<file path="src/rtl/shift_autorange_ctrl_pkg.sv">
// Shared definitions for the shift auto-range controller: FSM state encoding
// and the largest shift the connecter can be driven to.
package shift_autorange_ctrl_pkg;

  typedef enum logic [1:0] {
    IDLE   = 2'd0,
    TRACK  = 2'd1,
    SETTLE = 2'd2
  } ctrl_state_t;

  // Largest usable shift: the window must keep at least one redundant sign
  // bit inside the long word, and the value must fit the shift port.
  function automatic int shift_max(input int l_width, input int s_width,
                                   input int shift_word);
    int by_width;
    int by_port;
    by_width = l_width - s_width - 1;
    by_port  = (1 << shift_word) - 1;
    return (by_width < by_port) ? by_width : by_port;
  endfunction

endpackage

</file>
<file path="src/rtl/shift_autorange_ctrl_sign_fit_chk.sv">
// Combinational fit check: x fits the S_width window at shift k when every
// bit from S_width+k-1 up to the MSB equals the sign bit.
module sign_fit_chk #(
  parameter int L_width = 32,
  parameter int S_width = 16,
  parameter int K_width = 4
) (
  input  logic [L_width-1:0] x,
  input  logic [K_width-1:0] k,
  output logic               fit
);

  logic [L_width-1:0] diff;

  // Bits that differ from the sign are set; shifting off the window part
  // leaves zero exactly when the upper bits are pure sign extension.
  always_comb begin
    diff = x ^ {L_width{x[L_width-1]}};
    fit  = ((diff >> (32'(S_width - 1) + 32'(k))) == '0);
  end

endmodule

</file>
<file path="src/rtl/shift_autorange_ctrl.sv">
// Auto-ranging controller for the window-select shift connecter: fast attack
// on overflow, slow decay after HOLD_WIN clean windows, and a manual mode.
module shift_autorange_ctrl
  import shift_autorange_ctrl_pkg::*;
#(
  parameter int L_width    = 32,
  parameter int S_width    = 16,
  parameter int Shift_word = 4,
  parameter int WIN_LOG    = 8,
  parameter int HOLD_WIN   = 4,
  parameter int SETTLE_CYC = 4
) (
  input  logic                  i_clkp,
  input  logic                  i_rstn,
  input  logic                  i_en,
  input  logic                  i_auto,
  input  logic [Shift_word-1:0] i_shift_man,
  input  logic                  i_valid,
  input  logic [L_width-1:0]    i_long,
  output logic [Shift_word-1:0] o_shift,
  output logic                  o_shift_upd,
  output logic                  o_sat,
  output logic [1:0]            o_state
);

  localparam int SMAX_I = shift_max(L_width, S_width, Shift_word);
  localparam logic [Shift_word-1:0] SHIFT_MAX = SMAX_I[Shift_word-1:0];

  localparam int WIN_W  = WIN_LOG + 1;
  localparam int HOLD_W = $clog2(HOLD_WIN + 1);
  localparam int SET_W  = $clog2(SETTLE_CYC + 1);

  localparam logic [WIN_W-1:0]  WIN_FULL = WIN_W'(1) << WIN_LOG;
  localparam logic [HOLD_W-1:0] HOLD_LIM = HOLD_W'(HOLD_WIN);
  localparam logic [SET_W-1:0]  SET_LAST = SET_W'(SETTLE_CYC - 1);

  ctrl_state_t state, state_n;

  logic [Shift_word-1:0] shift_n;
  logic                  upd_n;
  logic                  sat_n;
  logic [WIN_W-1:0]      win_cnt, win_n, win_inc;
  logic                  dirty, dirty_n, dirty_w;
  logic [HOLD_W-1:0]     hold_cnt, hold_n, hold_inc;
  logic [SET_W-1:0]      set_cnt, set_n;

  logic [Shift_word-1:0] shift_dn;
  logic [Shift_word-1:0] man_clip;
  logic                  fit_cur;
  logic                  fit_dn;
  logic                  ovf;
  logic                  room;

  sign_fit_chk #(
    .L_width (L_width),
    .S_width (S_width),
    .K_width (Shift_word)
  ) u_fit_cur (
    .x   (i_long),
    .k   (o_shift),
    .fit (fit_cur)
  );

  sign_fit_chk #(
    .L_width (L_width),
    .S_width (S_width),
    .K_width (Shift_word)
  ) u_fit_dn (
    .x   (i_long),
    .k   (shift_dn),
    .fit (fit_dn)
  );

  assign shift_dn = o_shift - Shift_word'(1);
  assign ovf      = i_valid & ~fit_cur;
  // shift_dn wraps at s==0; the s>0 term keeps that from ever counting as room
  assign room     = (o_shift != '0) & fit_dn;
  assign man_clip = (i_shift_man > SHIFT_MAX) ? SHIFT_MAX : i_shift_man;
  assign win_inc  = win_cnt + WIN_W'(1);
  assign hold_inc = hold_cnt + HOLD_W'(1);
  assign dirty_w  = dirty | ~room;
  assign o_state  = state;

  // Next-state, counter and output-register decode.
  always_comb begin
    state_n = state;
    shift_n = o_shift;
    upd_n   = 1'b0;
    sat_n   = 1'b0;
    win_n   = win_cnt;
    dirty_n = dirty;
    hold_n  = hold_cnt;
    set_n   = set_cnt;

    if (!i_en) begin
      state_n = IDLE;
      win_n   = '0;
      dirty_n = 1'b0;
      hold_n  = '0;
      set_n   = '0;
    end else if (!i_auto) begin
      state_n = IDLE;
      win_n   = '0;
      dirty_n = 1'b0;
      hold_n  = '0;
      set_n   = '0;
      shift_n = man_clip;
      upd_n   = (man_clip != o_shift);
    end else begin
      unique case (state)
        IDLE: begin
          state_n = TRACK;
          win_n   = '0;
          dirty_n = 1'b0;
          hold_n  = '0;
          set_n   = '0;
        end
        TRACK: begin
          if (ovf) begin
            if (o_shift < SHIFT_MAX) begin
              // Overflow beats a completing window: the window is dropped.
              shift_n = o_shift + Shift_word'(1);
              upd_n   = 1'b1;
              state_n = SETTLE;
              win_n   = '0;
              dirty_n = 1'b0;
              hold_n  = '0;
              set_n   = '0;
            end else begin
              sat_n   = 1'b1;
              dirty_n = 1'b1;
            end
          end else if (i_valid) begin
            if (win_inc == WIN_FULL) begin
              win_n   = '0;
              dirty_n = 1'b0;
              if (dirty_w) begin
                hold_n = '0;
              end else if (hold_inc == HOLD_LIM) begin
                shift_n = shift_dn;
                upd_n   = 1'b1;
                hold_n  = '0;
                state_n = SETTLE;
                set_n   = '0;
              end else begin
                hold_n = hold_inc;
              end
            end else begin
              win_n   = win_inc;
              dirty_n = dirty_w;
            end
          end
        end
        SETTLE: begin
          if (set_cnt == SET_LAST) begin
            state_n = TRACK;
            set_n   = '0;
            win_n   = '0;
            dirty_n = 1'b0;
            hold_n  = '0;
          end else begin
            set_n = set_cnt + SET_W'(1);
          end
        end
        default: begin
          state_n = IDLE;
        end
      endcase
    end
  end

  // State, counters and registered outputs; reset overrides everything.
  always_ff @(posedge i_clkp) begin
    if (!i_rstn) begin
      state       <= IDLE;
      o_shift     <= SHIFT_MAX;
      o_shift_upd <= 1'b0;
      o_sat       <= 1'b0;
      win_cnt     <= '0;
      dirty       <= 1'b0;
      hold_cnt    <= '0;
      set_cnt     <= '0;
    end else begin
      state       <= state_n;
      o_shift     <= shift_n;
      o_shift_upd <= upd_n;
      o_sat       <= sat_n;
      win_cnt     <= win_n;
      dirty       <= dirty_n;
      hold_cnt    <= hold_n;
      set_cnt     <= set_n;
    end
  end

endmodule

</file>
<file path="config.mk">
export PLATFORM = sky130hd
export DESIGN_NAME = shift_autorange_ctrl
export DESIGN_NICKNAME = d
export VERILOG_FILES = /design/src/rtl/shift_autorange_ctrl_pkg.sv /design/src/rtl/shift_autorange_ctrl_sign_fit_chk.sv /design/src/rtl/shift_autorange_ctrl.sv
export SDC_FILE = /design/constraint.sdc
export NUM_CORES = 1
export LEC_CHECK = 0
export BUFFER_PORTS_ARGS = -buffer_cell sky130_fd_sc_hd__buf_2
export CAP_MARGIN = 25
export CORE_MARGIN = 2
export CORE_UTILIZATION = 35
export DETAILED_ROUTE_END_ITERATION = 6
export HOLD_SLACK_MARGIN = 0.08
export SYNTH_ARGS = -nofsm -noshare
export SYNTH_HDL_FRONTEND = slang
export SYNTH_SLANG_ARGS = --single-unit
export TNS_END_PERCENT = 20
</file>
<file path="constraint.sdc">
create_clock -name i_clkp -period 5.9 [get_ports i_clkp]
set_clock_uncertainty 0.1 [all_clocks]
set_input_delay 0.295 -clock i_clkp [delete_from_list [all_inputs] [get_ports i_clkp]]
set_output_delay 0.295 -clock i_clkp [all_outputs]
set_load 0.02 [all_outputs]
</file>
After elaboration in Yosys (flattened, before gate mapping)
Cells that the tools add are included.
{ "word_totals": {"in_bits": 41, "reg_bits": 24} }
{ "op_classes": {"reduce_logical": 14, "addsub": 7, "n_eq_ne": 18, "muxes": 52, "bitwise_logic": 6, "shifts": 2, "n_lt_le_gt_ge": 2} }
{ "op_table": {"columns": ["operator", "count"], "rows": [
  ["logical NOT 32 bit", 2],
  ["right shift 32 x 32 -> 32 bit", 2],
  ["two-way mux 9 bit", 5],
  ["two-way mux 3 bit", 13],
  ["two-way mux 4 bit", 9],
  ["bitwise XOR 32 bit", 1],
  ["case mux 9 bit (3 select lines)", 1],
  ["case mux 3 bit (3 select lines)", 2],
  ["!= test 3 bit, second input constant", 5],
  ["two-way mux 2 bit", 7],
  ["two-way mux 1 bit", 13],
  ["AND reduction 6 bit", 2],
  ["adder 4 x 4 -> 5 bit, first input constant", 2],
  ["AND reduction 5 bit", 2],
  ["adder 9 x 1 -> 9 bit, second input constant", 1],
  ["equality test 9 bit, second input constant", 1],
  ["!= test 3 x 1 -> 1 bit, second input constant", 3],
  ["AND reduction 7 bit", 1],
  ["adder 3 x 1 -> 3 bit, second input constant", 2],
  ["!= test 3 x 2 -> 1 bit, second input constant", 2],
  ["case mux 2 bit (3 select lines)", 1],
  ["AND reduction 3 bit", 2],
  ["adder 4 x 1 -> 4 bit, second input constant", 1],
  ["> comparator 4 bit, second input constant", 1],
  ["other kinds (18)", 20]
]} }

Logic depth before layout (Yosys ltp)
{ "depth": {"word_depth": 13, "mapped_depth": 15, "ltp_nobuf": 11} }

By module
Synthesis repeated with hierarchy kept, for this count alone.
{ "hier_totals": {"hier_cells": 328, "hier_area_um2": 2526.2} }
{ "modules_own_cells": {"columns": ["module", "area_each_um2", "instances", "cells_each", "seq_area_each_um2"], "rows": [
  ["shift_autorange_ctrl", 1567.8, 1, 200, 480.5],
  ["sign_fit_chk", 479.2, 2, 64, 0.0]
]} }

Least setup slack after synthesis
No wires, ideal clock.
{ "synth_path": {"kind": "reg2reg", "startpoint": "reg o_shift[0]", "endpoint": "reg hold_cnt[0]", "arrival_ps": 3190, "path_stages_with_launch": 14, "n_path_buf": 4, "setup_time_ps": 96, "path_slack_ps": 2514, "cell_sequence": "dfxtp_1 > buf_6 > buf_6 > buf_6 > inv_1 > ha_1 > clkbuf_1 > a21boi_0 > mux2i_1 > a221oi_1 > a2111o_1 > or2_2 > or4_4 > o41ai_2"} }
{ "synth_between": {"elab_chain_len": 12, "elab_cells_between_ends": 23} }
{ "synth_lines": {"columns": ["element", "line_no", "text"], "rows": [
  ["start: declaration", "shift_autorange_ctrl.sv:20", "output logic [Shift_word-1:0] o_shift,"],
  ["start signal: assignment", "shift_autorange_ctrl.sv:185", "o_shift <= shift_n;"],
  ["subtractor 4 x 1 -> 4 bit", "shift_autorange_ctrl.sv:74", "assign shift_dn = o_shift - Shift_word'(1);"],
  ["adder 4 x 4 -> 5 bit", "shift_autorange_ctrl_sign_fit_chk.sv:19", "fit = ((diff >> (32'(S_width - 1) + 32'(k))) == '0);"],
  ["right shift 32 x 32 -> 32 bit", "shift_autorange_ctrl_sign_fit_chk.sv:19", null],
  ["logical NOT 32 bit", "shift_autorange_ctrl_sign_fit_chk.sv:19", null],
  ["bitwise AND 1 bit", "shift_autorange_ctrl.sv:77", "assign room = (o_shift != '0) & fit_dn;"],
  ["inverter 1 bit", "shift_autorange_ctrl.sv:81", "assign dirty_w = dirty | ~room;"],
  ["bitwise OR 1 bit", "shift_autorange_ctrl.sv:81", null],
  ["two-way mux 3 bit", "shift_autorange_ctrl.sv:137", "if (dirty_w) begin"],
  ["two-way mux 3 bit", "shift_autorange_ctrl.sv:134", "if (win_inc == WIN_FULL) begin"],
  ["two-way mux 3 bit", "shift_autorange_ctrl.sv:133", "end else if (i_valid) begin"],
  ["two-way mux 3 bit", "shift_autorange_ctrl.sv:119", "if (ovf) begin"],
  ["case mux 3 bit (3 select lines)", "shift_autorange_ctrl.sv:110", "unique case (state)"],
  ["end signal: assignment", "shift_autorange_ctrl.sv:190", "hold_cnt <= hold_n;"],
  ["end: declaration", "shift_autorange_ctrl.sv:44", "logic [HOLD_W-1:0] hold_cnt, hold_n, hold_inc;"]
]} }
Parallel ways exist; a longest one is shown, timed or not. The select of a mux whose other input is x is not followed.
A chain may end at the register's enable or synchronous reset.

Final worst setup path
{ "layout_path": {"startpoint": "reg o_shift[1]", "endpoint": "reg o_shift[2]"} }
{ "layout_between": {"elab_chain_len": 9, "elab_cells_between_ends": 29} }
{ "layout_lines": {"columns": ["element", "line_no"], "rows": [
  ["subtractor 4 x 1 -> 4 bit", "shift_autorange_ctrl.sv:74"],
  ["adder 4 x 4 -> 5 bit", "shift_autorange_ctrl_sign_fit_chk.sv:19"],
  ["right shift 32 x 32 -> 32 bit", "shift_autorange_ctrl_sign_fit_chk.sv:19"],
  ["logical NOT 32 bit", "shift_autorange_ctrl_sign_fit_chk.sv:19"],
  ["bitwise AND 1 bit", "shift_autorange_ctrl.sv:77"],
  ["inverter 1 bit", "shift_autorange_ctrl.sv:81"],
  ["bitwise OR 1 bit", "shift_autorange_ctrl.sv:81"],
  ["!= test 3 x 2 -> 1 bit (no source line)", null],
  ["AND reduction 7 bit (no source line)", null]
]} }
Parallel ways exist; a longest one is shown, timed or not. The select of a mux whose other input is x is not followed.

==> impl_results.md <==
* Reg clk slew, reported paths at 0.09 ns
* Initial DRC count at 89
* Drt drc at 0
* Synthesized flop and latch total at 24
* Routability Congestion at 0.805
* Adder-cell share of the synthesized area at 3.03%
* Sequential area share after synthesis at 19.4%
* Leading area contributor after synthesis: dfxtp_1
* Worst path required time at 5.95 ns
* Crit path launch: o_shift[1]
* Max Cap Viol at 0
* Register area at 480 um2
* Final net count at 374
* Internal at 0.284 mW
* Ys Warns at 0
* Core Util, Final at 39.6%
* Cell Chain, Critical Path: inv_1, ha_1, a21boi_0, mux2i_1, a221oi_1, a2111o_1, or4b_1, nand3_2, nand3_2, a21boi_2, a32oi_1
* Syn Inst Count at 309
* Slew HR at 40.5%
* Row count at 30
* Die X-Extent at 88.2 um
* Routed wire length at 6.02 mm
* Async SR Flop Fraction at 0%
* Final instance area at 2710 um2
* Min Tclk post-route at 3.81 ns
* Post-synthesis simple-gate area fraction at 29.3%
* Post-synth EDFFs at 0
* Syn_area_per_cell at 8.03 um2
* Largest family of logic cells by synthesized area: simple AND/OR/NAND/NOR gates
* Post-DP HPWL at 4.60 mm
* # fillers at 726
* Core area at 6830 um2
* Synth Area in XOR/XNOR at 3.88%
* Final Max Slew Viols at 0
* Largest net degree at the start of global routing at 29
* Leakage power at 1.06 nW
* Worst Hold Launch: i_rstn
* Worst Setup Path Type: reg -> reg
* Crit path DAT at 3.87 ns
* Beginning of the worst register-to-register path: o_shift[1]
* I/O pins at 49
* Clock Latency Late Sink at 0.27 ns
* Final Instance Count excl. Fillers at 422
* Count leader, synth: nand2_1
* # clock sinks at 24
* CTS tree: built
* Final ANT Viol Nets at 0
* Post-synthesis instance area at 2480 um2
* Unrepaired setup endpoints after global routing: false
* Total grt overflow at 0
* Clock Tree Buf Depth at 2
* DR WL/cell at 14.3 um
* Most used cell, CP: nand3_2
* I/O Buffers at 33
* Power density cells at 159 nW/um2
* Vias at 2370
* Placed cell count at 418
* Die ar. at 7780 um2
* Worst-Margin Slew at 0.891 ns
* Placed Area at 2650 um2
* Outcome: completed
* Final Hold Fails at 0
* CP startpoint kind: register
* Synth unique cells at 73
* Maximum VDD drop at 87.1 uV
* Flop pwr share at 41.0%
* Layout area overhead at 9.03%
* Top cells by count, synth: nand2_1, dfxtp_1, mux2i_1
* Max Clock Freq at 262 MHz
* Total global routing track utilization at 15.9%
* Root Driver: clkbuf_8
* Mux cell area share after synthesis at 12.4%
* Post-synth top flop: dfxtp_1
* Vias in the first global route at 2147
* Post-Syn Nets at 356
* Sw Pwr at 0.146 mW
* Area of the multi-input gates at 1850 um2
* Clock Power Share at 26.7%
* Period utilization at 64.6%
* PostCTS Resize Cnt at 0
* Comb pwr share at 32.4%
* # H-tree levels at 1
* Die H at 88.2 um
* Post-CTS Setup Bufs at 0
* Compound-gate portion of the synthesized area at 26.0%
* DR vias/cell at 5.62
* Synth top area cells: dfxtp_1, mux2i_1, nand2_1
* First-pass GRT wire length at 10.0 mm
* Hold Crit Class: in -> reg
* Initial antenna violation count at 0
* Maximum fanout along the worst path at 24
* CTS Buf Count at 3
* Setup Viol. Count Final at 0
* ANT cells at 0
* Hold_ws at 0.245 ns
* Critical Path Max Stage Delay at 0.90 ns
* Slowest stage cell, crit path: dfxtp_1
* Initial Util at 36.3%
* Crit. End Element: register
* Synth top area share at 19.4%
* Cts hold-fix bufs at 0
* Switching share of power at 33.9%
* Setup_tns at 0 ns
* Share of layout cells above drive strength 1 at 20.2%
* Pre-antenna DRT Iters at 4
through the flow:
| stage | worst slack, ns | total power, mW |
|---|---|---|
| floorplan | 2.51 | 0.286 |
| global placement | 2.13 | 0.318 |
| detailed placement | 2.10 | 0.319 |
| CTS | 2.09 | 0.434 |
| global route | 1.78 | 0.455 |
| finish | 2.09 | 0.430 |
critical path: cells and delay by family, from the launching register on:
kind	cells	cell delay, ns
flip-flops	1	0.90
multiplexers	1	0.16
adder cells (fa/ha/maj)	1	0.49
AND/OR/NAND/NOR	3	0.77
buffers and inverters	1	0.23
AO/OA/AOI/OAI	5	1.04
area by class of cell:
| cell class | instances | area share [%] |
|---|---|---|
| Sequential cell | 24 | 17.8 |
| Inverter | 7 | 0.971 |
| Clock buffer | 4 | 2.04 |
| Timing Repair Buffer | 34 | 6.38 |
| Tap cell | 96 | 4.44 |
| Multi-Input combinational cell | 257 | 68.4 |
layout by cell type (no fill, tap or decap), types with 7 or more instances in the layout:
cell,instances
a21oi_1,11
nand2_1,32
dfxtp_1,24
inv_1,7
mux2i_1,23
xnor2_1,8
buf_2,33
and2_1,9
a31oi_1,10
nor2b_1,8
nand3_1,9
nor2_1,17
routing by layer:
layer / vias to the layer above / wire length (um) / track usage, %
met5: - / 0 / 0
met3: 4 / 207 / 1.60
met1: 1124 / 2950 / 21.5
li1: 1199 / - / -
met2: 43 / 2810 / 27.1
met4: 0 / 49 / 3.99
power groups by stage:
stage | combinational [mW] | clock (mW) | sequential [mW]
finish | 0.139 | 0.115 | 0.176
detailed placement | 0.139 | 0 | 0.180
floorplan | 0.113 | 0 | 0.173
global route | 0.154 | 0.124 | 0.177
global placement | 0.138 | 0 | 0.180
CTS | 0.140 | 0.118 | 0.176
sequential cells by signal, indices dropped and copies added (netlist names):
name and flops:
dirty 1, hold_cnt 3, o_sat 1, o_shift 4, o_shift_upd 1, o_state 2
set_cnt 3, win_cnt 9
path summary, 6_finish.rpt:
kind                endpoint  slack [ns]  cells past startpoint
setup reg to reg  o_shift[2]        2.09                     11
hold / removal    o_shift[3]        0.25                      2
setup / recovery  o_shift[2]        2.09                     11
hold reg to reg   set_cnt[2]        0.35                      2
logic make-up (layout without fill, tap and decap cells):
logic type      Yosys count  in the layout
mux                      29             29
flops                    24             24
simple gates            129            129
compound gates           82             82
xor+xnor                 11             11
buf+inv                  28             45
fa+ha+maj                 6              6
(Power assumes the default switching activity.)
